File: config.mk
export PLATFORM = sky130hd
export DESIGN_NAME = apb_requester
export DESIGN_NICKNAME = d
export VERILOG_FILES = /design/src/rtl/apb_requester.sv
export SDC_FILE = /design/constraint.sdc
export NUM_CORES = 1
export LEC_CHECK = 0
export ABC_AREA = 1
export CAP_MARGIN = 20
export CORE_MARGIN = 10
export CORE_UTILIZATION = 50
export DETAILED_ROUTE_END_ITERATION = 6
export MAX_ROUTING_LAYER = met4
export PLACE_DENSITY_LB_ADDON = 0.08
export SKIP_CTS_REPAIR_TIMING = 1
export SYNTH_ARGS = -nofsm -noshare
export SYNTH_HDL_FRONTEND = slang
export SYNTH_SLANG_ARGS = --single-unit
File: constraint.sdc
create_clock -name PCLK -period 3.25 [get_ports PCLK]
set_input_delay 0.65 -clock PCLK [delete_from_list [all_inputs] [get_ports PCLK]]
set_output_delay 0.65 -clock PCLK [all_outputs]
set_load 0.02 [all_outputs]
File: src/rtl/apb_requester.sv
// ---------------------------------------------------------------------------
// apb_requester
//   APB requester. Takes one read/write command at a time on a valid/ready
//   command port, runs the APB SETUP/ACCESS sequence against a completer, and
//   returns read data plus error/timeout status on a valid/ready response port.
//
// Ports
//   PCLK, PRESET            clock (rising edge), async active-low reset
//   cmd_valid/cmd_ready     command handshake (cmd_ready is combinational)
//   cmd_write/addr/wdata    command payload, sampled only at acceptance
//   rsp_valid/rsp_ready     response handshake
//   rsp_rdata/err/timeout   response payload, stable while rsp_valid is high
//   PSEL..PWDATA            APB request outputs (registered)
//   PRDATA/PREADY/PSLVERR   APB completer inputs, only looked at in ACCESS
// ---------------------------------------------------------------------------
module apb_requester #(
  parameter int unsigned ADDR_W  = 8,
  parameter int unsigned DATA_W  = 8,
  parameter int unsigned TIMEOUT = 16
) (
  input  logic              PCLK,
  input  logic              PRESET,
  input  logic              cmd_valid,
  output logic              cmd_ready,
  input  logic              cmd_write,
  input  logic [ADDR_W-1:0] cmd_addr,
  input  logic [DATA_W-1:0] cmd_wdata,
  output logic              rsp_valid,
  input  logic              rsp_ready,
  output logic [DATA_W-1:0] rsp_rdata,
  output logic              rsp_err,
  output logic              rsp_timeout,
  output logic              PSEL,
  output logic              PENABLE,
  output logic              PWRITE,
  output logic [ADDR_W-1:0] PADDR,
  output logic [DATA_W-1:0] PWDATA,
  input  logic [DATA_W-1:0] PRDATA,
  input  logic              PREADY,
  input  logic              PSLVERR
);

  localparam int unsigned CNT_W = 16;
  localparam logic [CNT_W-1:0] CNT_MAX = '1;
  // Last counter value before abort; only meaningful when the timeout is enabled.
  localparam bit               TO_EN   = (TIMEOUT != 0);
  localparam logic [CNT_W-1:0] TO_LAST = TO_EN ? CNT_W'(TIMEOUT - 1) : '0;

  typedef enum logic [1:0] {
    S_IDLE   = 2'd0,
    S_SETUP  = 2'd1,
    S_ACCESS = 2'd2,
    S_RESP   = 2'd3
  } state_t;

  state_t r_state, w_state_nxt;

  logic              r_psel, w_psel_nxt;
  logic              r_penable, w_penable_nxt;
  logic              r_pwrite, w_pwrite_nxt;
  logic [ADDR_W-1:0] r_paddr, w_paddr_nxt;
  logic [DATA_W-1:0] r_pwdata, w_pwdata_nxt;
  logic              r_rsp_valid, w_rsp_valid_nxt;
  logic [DATA_W-1:0] r_rsp_rdata, w_rsp_rdata_nxt;
  logic              r_rsp_err, w_rsp_err_nxt;
  logic              r_rsp_timeout, w_rsp_timeout_nxt;
  logic [CNT_W-1:0]  r_cnt, w_cnt_nxt;

  logic w_accept;
  logic w_expired;

  // Reset is folded in so nothing is accepted while PRESET is low.
  assign cmd_ready = (r_state == S_IDLE) & PRESET;
  assign w_accept  = cmd_valid & cmd_ready;
  assign w_expired = TO_EN & (r_cnt == TO_LAST);

  // State register
  always_ff @(posedge PCLK or negedge PRESET) begin
    if (!PRESET) r_state <= S_IDLE;
    else         r_state <= w_state_nxt;
  end

  // Next-state logic
  always_comb begin
    w_state_nxt = r_state;
    unique case (r_state)
      S_IDLE:   if (w_accept) w_state_nxt = S_SETUP;
      S_SETUP:  w_state_nxt = S_ACCESS;
      S_ACCESS: if (PREADY || w_expired) w_state_nxt = S_RESP;
      S_RESP:   if (rsp_ready) w_state_nxt = S_IDLE;
      default:  w_state_nxt = S_IDLE;
    endcase
  end

  // Next values of the registered outputs and the wait counter
  always_comb begin
    w_psel_nxt        = r_psel;
    w_penable_nxt     = r_penable;
    w_pwrite_nxt      = r_pwrite;
    w_paddr_nxt       = r_paddr;
    w_pwdata_nxt      = r_pwdata;
    w_rsp_valid_nxt   = r_rsp_valid;
    w_rsp_rdata_nxt   = r_rsp_rdata;
    w_rsp_err_nxt     = r_rsp_err;
    w_rsp_timeout_nxt = r_rsp_timeout;
    w_cnt_nxt         = r_cnt;
    unique case (r_state)
      S_IDLE: begin
        if (w_accept) begin
          w_psel_nxt    = 1'b1;
          w_penable_nxt = 1'b0;
          w_pwrite_nxt  = cmd_write;
          w_paddr_nxt   = cmd_addr;
          w_pwdata_nxt  = cmd_wdata;
        end
      end
      S_SETUP: begin
        w_penable_nxt = 1'b1;
        w_cnt_nxt     = '0;
      end
      S_ACCESS: begin
        if (PREADY) begin
          w_psel_nxt        = 1'b0;
          w_penable_nxt     = 1'b0;
          w_rsp_valid_nxt   = 1'b1;
          w_rsp_err_nxt     = PSLVERR;
          w_rsp_timeout_nxt = 1'b0;
          w_rsp_rdata_nxt   = (!r_pwrite && !PSLVERR) ? PRDATA : '0;
        end else if (w_expired) begin
          w_psel_nxt        = 1'b0;
          w_penable_nxt     = 1'b0;
          w_rsp_valid_nxt   = 1'b1;
          w_rsp_err_nxt     = 1'b1;
          w_rsp_timeout_nxt = 1'b1;
          w_rsp_rdata_nxt   = '0;
        end else if (r_cnt != CNT_MAX) begin
          w_cnt_nxt = r_cnt + CNT_W'(1);
        end
      end
      S_RESP: begin
        if (rsp_ready) w_rsp_valid_nxt = 1'b0;
      end
      default: ;
    endcase
  end

  // Output / counter registers
  always_ff @(posedge PCLK or negedge PRESET) begin
    if (!PRESET) begin
      r_psel        <= 1'b0;
      r_penable     <= 1'b0;
      r_pwrite      <= 1'b0;
      r_paddr       <= '0;
      r_pwdata      <= '0;
      r_rsp_valid   <= 1'b0;
      r_rsp_rdata   <= '0;
      r_rsp_err     <= 1'b0;
      r_rsp_timeout <= 1'b0;
      r_cnt         <= '0;
    end else begin
      r_psel        <= w_psel_nxt;
      r_penable     <= w_penable_nxt;
      r_pwrite      <= w_pwrite_nxt;
      r_paddr       <= w_paddr_nxt;
      r_pwdata      <= w_pwdata_nxt;
      r_rsp_valid   <= w_rsp_valid_nxt;
      r_rsp_rdata   <= w_rsp_rdata_nxt;
      r_rsp_err     <= w_rsp_err_nxt;
      r_rsp_timeout <= w_rsp_timeout_nxt;
      r_cnt         <= w_cnt_nxt;
    end
  end

  assign PSEL        = r_psel;
  assign PENABLE     = r_penable;
  assign PWRITE      = r_pwrite;
  assign PADDR       = r_paddr;
  assign PWDATA      = r_pwdata;
  assign rsp_valid   = r_rsp_valid;
  assign rsp_rdata   = r_rsp_rdata;
  assign rsp_err     = r_rsp_err;
  assign rsp_timeout = r_rsp_timeout;

endmodule
==> impl_metrics.env, run 1 <==
export IMPL_status="finished clean"
export IMPL_drt_iter0_drc=115
export IMPL_clk_insertion_delay_late_ns=0.30
export IMPL_ios=62
export IMPL_netSwitchingFraction=0.415
export IMPL_cp_max_fo=5
export IMPL_clk_pin_slew_worst_paths_ns=0.08
export IMPL_p_seq_frac=0.361
export IMPL_post_drt_wl_per_cell_um=12.3
export IMPL_drive_gt1_frac=0.0845
export IMPL_wirelength_mm=5.94
export IMPL_synth_nets=385
export IMPL_hold_path_class="register to register"
export IMPL_syn_cell_area_um2=2590
export IMPL_dp_hpwl_mm=4.50
export IMPL_die_w_um=91.9
export IMPL_power_per_cell_area_nw_per_um2=759
export IMPL_antenna_found_initial=0
export IMPL_seq_area_frac_synth=0.464
export IMPL_worst_path_max_delay_cell="clkdlybuf4s50_1"
export IMPL_path_cells="inv_1 -> ha_1 -> nand2_1 -> inv_1 -> clkdlybuf4s50_1"
export IMPL_clockPowerShare=0.143
export IMPL_worstPathArrival_ns=1.82
export IMPL_path_class="register to output port"
export IMPL_drc=0
export IMPL_synth_largest_area_cell="dfrtp_1"
export IMPL_placed_cell_area_um2=3250
export IMPL_cts_tree="done"
export IMPL_viasPerCell=4.77
export IMPL_regArea_um2=1200
export IMPL_initial_utilization=0.510
export IMPL_final_max_slew_violation_count=0
export IMPL_yosys_warnings=0
export IMPL_rsz0062_at_grt="false"
export IMPL_static_leakage_power_nw=1.69
export IMPL_cp_start_kind="register"
export IMPL_cpPeakStageDelay_ns=0.61
export IMPL_period_minus_slack_ns=2.47
export IMPL_timing_max_cap_violations=0
export IMPL_grt_pass1_wl_mm=10.3
export IMPL_setup_viol=0
export IMPL_grt_max_degree=49
export IMPL_synth_area_leaders="dfrtp_1, nand2_1, nor2_1, inv_1, nand3_1"
export IMPL_ir_drop_uv=455
export IMPL_nets=450
export IMPL_final_cell_mix="nand2_1, clkdlybuf4s50_1, dfrtp_1"
export IMPL_die_area_um2=8450
export IMPL_setup_tns_ns=0
export IMPL_vias=2310
export IMPL_post_route_cell_area_um2=3350
export IMPL_grt_pass1_vias=2261
export IMPL_cp_common_cell="inv_1"
export IMPL_pwr_share_comb=0.495
export IMPL_tightest_slew_ns=0.627
export IMPL_cp_top_family="buffers and inverters"
export IMPL_synth_top_area_share=0.464
export IMPL_fillers=456
export IMPL_multi_input_area_um2=1240
export IMPL_antenna_left=0
export IMPL_fin_worst_skew_ns=0.00673
export IMPL_ys_seq_elements=48
export IMPL_intPower_mw=1.49
export IMPL_n_antenna_cell=0
export IMPL_clockBufferDepth=2
export IMPL_numCtsBuffers=5
export IMPL_final_common_cell="nand2_1"
export IMPL_row_count=26
export IMPL_power_switching_mw=1.06
export IMPL_first_pass_iters=4
export IMPL_overflow=0
export IMPL_synthCells=348
export IMPL_end_kind="output port"
export IMPL_synth_distinct_cells=27
export IMPL_hold_viol=0
export IMPL_period_share=0.759
export IMPL_dieHeight_um=91.9
export IMPL_root_buffer="clkbuf_8"
export IMPL_grt_usage=0.149
export IMPL_ctsHtreeMaxLevel=2
export IMPL_cp_required_ns=2.60
export IMPL_cts_sinks=48
export IMPL_max_freq_mhz=405
export IMPL_place_gp_congestion=0.957
export IMPL_areaGrowthSynthToFinish_pct=29.5
export IMPL_io_buffers=61
export IMPL_core_area_um2=5070
export IMPL_slew_headroom=0.581
export IMPL_critPathBufInv=3
export IMPL_syn_area_per_cell_um2=7.43
-- layout make-up --
type                            count  share of cell area
Clock inverter                      1             0.00224
Tap cell                           70              0.0262
Sequential cell                    48               0.359
Timing Repair Buffer               63               0.185
Multi-Input combinational cell    268               0.371
Inverter                           27              0.0303
Clock buffer                        7              0.0258
-- synthesized netlist by cell type, drive strengths merged --
cell,instances
a21oi,3
buf,4
clkbuf,1
clkinv,2
dfrtp,48
ha,6
inv,25
nand2,174
nand3,18
nand4,4
nor2,46
nor3,4
o21a,1
o21ai,4
o22a,1
or2,2
xnor2,1
xor2,4
-- stage by stage --
stage	instances	worst slack, ns	hold WS [ns]	utilization	total power, mW
floorplan	348	1.58	0.354	-	1.69
global placement	476	1.05	0.453	0.641	2.19
detailed placement	476	1.02	0.458	0.641	2.21
CTS	484	0.753	0.479	0.660	2.59
global route	484	0.684	0.498	0.660	2.74
finish	484	0.783	0.474	0.660	2.54
-- per-layer routing --
metal | global-route usage | part of all wire | wire length [µm]
met3 | 0.0513 | 0.064 | 380
met2 | 0.238 | 0.48 | 2820
met1 | 0.173 | 0.45 | 2680
met4 | 0.0424 | 0.0093 | 55
met5 | - | 0 | 0
-- worst paths after layout --
check | startpoint | endpoint | slack (ns) | cells after the start
worst max-delay path | r_state[0]$_DFFE_PN0P_ | cmd_ready | 0.78 | 5
worst min-delay path | rsp_rdata[5]$_DFFE_PN0P_ | rsp_rdata[5]$_DFFE_PN0P_ | 0.47 | 2
worst max register to register | r_state[0]$_DFFE_PN0P_ | r_cnt[13]$_DFFE_PN0P_ | 1.13 | 9
worst min register to register | rsp_rdata[5]$_DFFE_PN0P_ | rsp_rdata[5]$_DFFE_PN0P_ | 0.47 | 2
max in group asynchronous | PRESET | r_cnt[15]$_DFFE_PN0P_ | 2.34 | 2
min in group asynchronous | PRESET | r_cnt[14]$_DFFE_PN0P_ | 0.50 | 2
-- power groups by stage --
stage	combinational, mW	sequential [mW]	clock (mW)
after floorplan	0.557	1.13	0
after global placement	1.26	0.921	0
after detailed placement	1.28	0.927	0
after CTS	1.29	0.920	0.379
after global routing	1.39	0.944	0.400
final	1.26	0.918	0.364
-- sequential cells by signal, indices dropped and copies added, names as in the netlist --
name,cells
PENABLE,1
r_state,2
rsp_valid,1
rsp_rdata,8
PADDR,8
rsp_timeout,1
r_cnt,16
PSEL,1
PWRITE,1
rsp_err,1
PWDATA,8
-- logic make-up (layout without fill, tap and decap cells) --
| logic type | after synthesis | count (layout) | share of synthesized area |
|---|---|---|---|
| AO/OA/AOI/OAI | 9 | 9 | 0.0213 |
| XOR/XNOR | 5 | 5 | 0.0169 |
| adder cells (fa/ha/maj) | 6 | 6 | 0.0290 |
| buffers and inverters | 32 | 98 | 0.0547 |
| flip-flops | 48 | 48 | 0.464 |
| AND/OR/NAND/NOR | 248 | 248 | 0.414 |
-- worst reg2reg max path, stage by stage, from the launching register on --
cell and delay (ns):
dfrtp_1 0.45, inv_1 0.12, ha_1 0.54, inv_2 0.24, nor3_4 0.29, nand2_2 0.08, nand2_2 0.08, nor2_4 0.09
nand2_1 0.08, nand2_1 0.05
Power figures use the tool's default switching activity.
==> inputs of run 2 (changes only) <==
- clock period: 3.25 -> 2.6 ns (I/O delays scaled with it)
==> impl_metrics.env, run 2 (synthesis gave the netlist of run 1 again) <==
export IMPL_clk_insertion_delay_late_ns=0.30
export IMPL_clockBufferDepth=2
export IMPL_grt_max_degree=49
export IMPL_core_area_um2=5070
export IMPL_drive_gt1_frac=0.0823
export IMPL_final_cell_mix="nand2_1, clkdlybuf4s50_1, dfrtp_1"
export IMPL_clk_pin_slew_worst_paths_ns=0.08
export IMPL_power_per_cell_area_nw_per_um2=942
export IMPL_largest_reg_flops=16
export IMPL_post_drt_wl_per_cell_um=12.9
export IMPL_hold_viol=0
export IMPL_tightest_slew_ns=0.603
export IMPL_path_class="register to output port"
export IMPL_viasPerCell=4.80
export IMPL_nets=450
export IMPL_wirelength_mm=6.22
export IMPL_drc=0
export IMPL_grt_pass1_vias=2373
export IMPL_first_pass_iters=5
export IMPL_drt_iter0_drc=90
export IMPL_grt_pass1_wl_mm=10.9
export IMPL_areaGrowthSynthToFinish_pct=28.8
export IMPL_setup_viol=0
export IMPL_status="finished clean"
export IMPL_dieHeight_um=91.9
export IMPL_cp_required_ns=2.08
export IMPL_ir_drop_uv=558
export IMPL_period_minus_slack_ns=2.30
export IMPL_root_buffer="clkbuf_8"
export IMPL_cp_common_cell="inv_1"
export IMPL_ios=62
export IMPL_timing_max_cap_violations=0
export IMPL_overflow=0
export IMPL_cts_sinks=48
export IMPL_grt_usage=0.159
export IMPL_n_antenna_cell=0
export IMPL_initial_utilization=0.510
export IMPL_numCtsBuffers=5
export IMPL_vias=2317
export IMPL_end_kind="output port"
export IMPL_fin_worst_skew_ns=0.00338
export IMPL_antenna_found_initial=0
export IMPL_antenna_left=0
export IMPL_cts_tree="done"
export IMPL_worstPathArrival_ns=1.78
export IMPL_place_gp_congestion=0.921
export IMPL_ctsHtreeMaxLevel=2
export IMPL_cp_start_kind="register"
export IMPL_rsz0062_at_grt="false"
export IMPL_cpPeakStageDelay_ns=0.63
export IMPL_hold_path_class="input pin to asynchronous set/reset pin"
export IMPL_slew_headroom=0.598
export IMPL_final_max_slew_violation_count=0
export IMPL_static_leakage_power_nw=1.68
export IMPL_final_common_cell="nand2_1"
export IMPL_setup_tns_ns=0
export IMPL_io_buffers=61
export IMPL_max_freq_mhz=435
export IMPL_row_count=26
export IMPL_worst_path_max_delay_cell="clkdlybuf4s50_1"
export IMPL_die_w_um=91.9
export IMPL_path_cells="inv_1 -> ha_1 -> nand2_1 -> inv_1 -> clkdlybuf4s50_1"
export IMPL_cp_max_fo=5
export IMPL_top_register="r_cnt"
export IMPL_final_util=0.657
export IMPL_die_area_um2=8450
export IMPL_period_share=0.884
export IMPL_dp_hpwl_mm=4.80
## run 2: changes by cell type in the layout (fill, tap and decap cells not counted), sizes merged
cell | previous run | this run
clkbuf | 7 | 6
clkinvlp | 1 | 0
clkinv | 2 | 3
## run 2: per-layer routing
metal,track usage,up-vias,share of wire
met5,-,-,0
met4,0.0424,0,0.011
met3,0.0554,6,0.082
met2,0.256,58,0.48
met1,0.186,1065,0.42
li1,-,1188,-
## run 2: final timing paths
kind,endpoint,slack (ns),start,cells after the start
worst max-delay path,cmd_ready,0.30,r_state[0]$_DFFE_PN0P_,5
worst min-delay path,r_cnt[8]$_DFFE_PN0P_,0.37,PRESET,2
worst max register to register,r_cnt[15]$_DFFE_PN0P_,0.57,r_state[0]$_DFFE_PN0P_,9
worst min register to register,rsp_rdata[0]$_DFFE_PN0P_,0.48,rsp_rdata[0]$_DFFE_PN0P_,2
max in group asynchronous,rsp_timeout$_DFFE_PN0P_,1.83,PRESET,2
min in group PCLK,rsp_rdata[0]$_DFFE_PN0P_,0.48,rsp_rdata[0]$_DFFE_PN0P_,2
## run 2: where the power goes
part | total (mW) | internal (mW) | leakage, nW | switching (mW)
clock network | 0.413 | 0.183 | 0.0410 | 0.230
registers | 1.14 | 0.991 | 0.627 | 0.152
logic | 1.58 | 0.653 | 1.01 | 0.928
## run 2: per-stage QoR
step	worst slack, ns	cell area, µm²	hold slack, ns	std cells	total power, mW
6_report	0.301	3330	0.367	483	3.14
5_1_grt	0.156	3330	0.418	483	3.40
4_1_cts	0.277	3330	0.390	483	3.19
3_5_place_dp	0.556	3250	0.459	476	2.77
3_3_place_gp	0.657	3250	0.454	476	2.73
2_1_floorplan	0.929	2590	0.224	348	2.11
## run 2: area by class of cell
type                    count  area, µm²
fillers                   479       1740
multi-input cells         268       1240
flip-flops and latches     48       1200
repair buffers             63        621
inverters                  27        101
well taps                  70       87.6
clock buffers               6       72.6
clock inverters             1       5.00
## run 2: critical path, delay by kind of cell (launching register included)
family	cells	cell delay, ns
buf+inv	3	0.80
fa+ha+maj	1	0.19
flops	1	0.43
simple gates	1	0.06
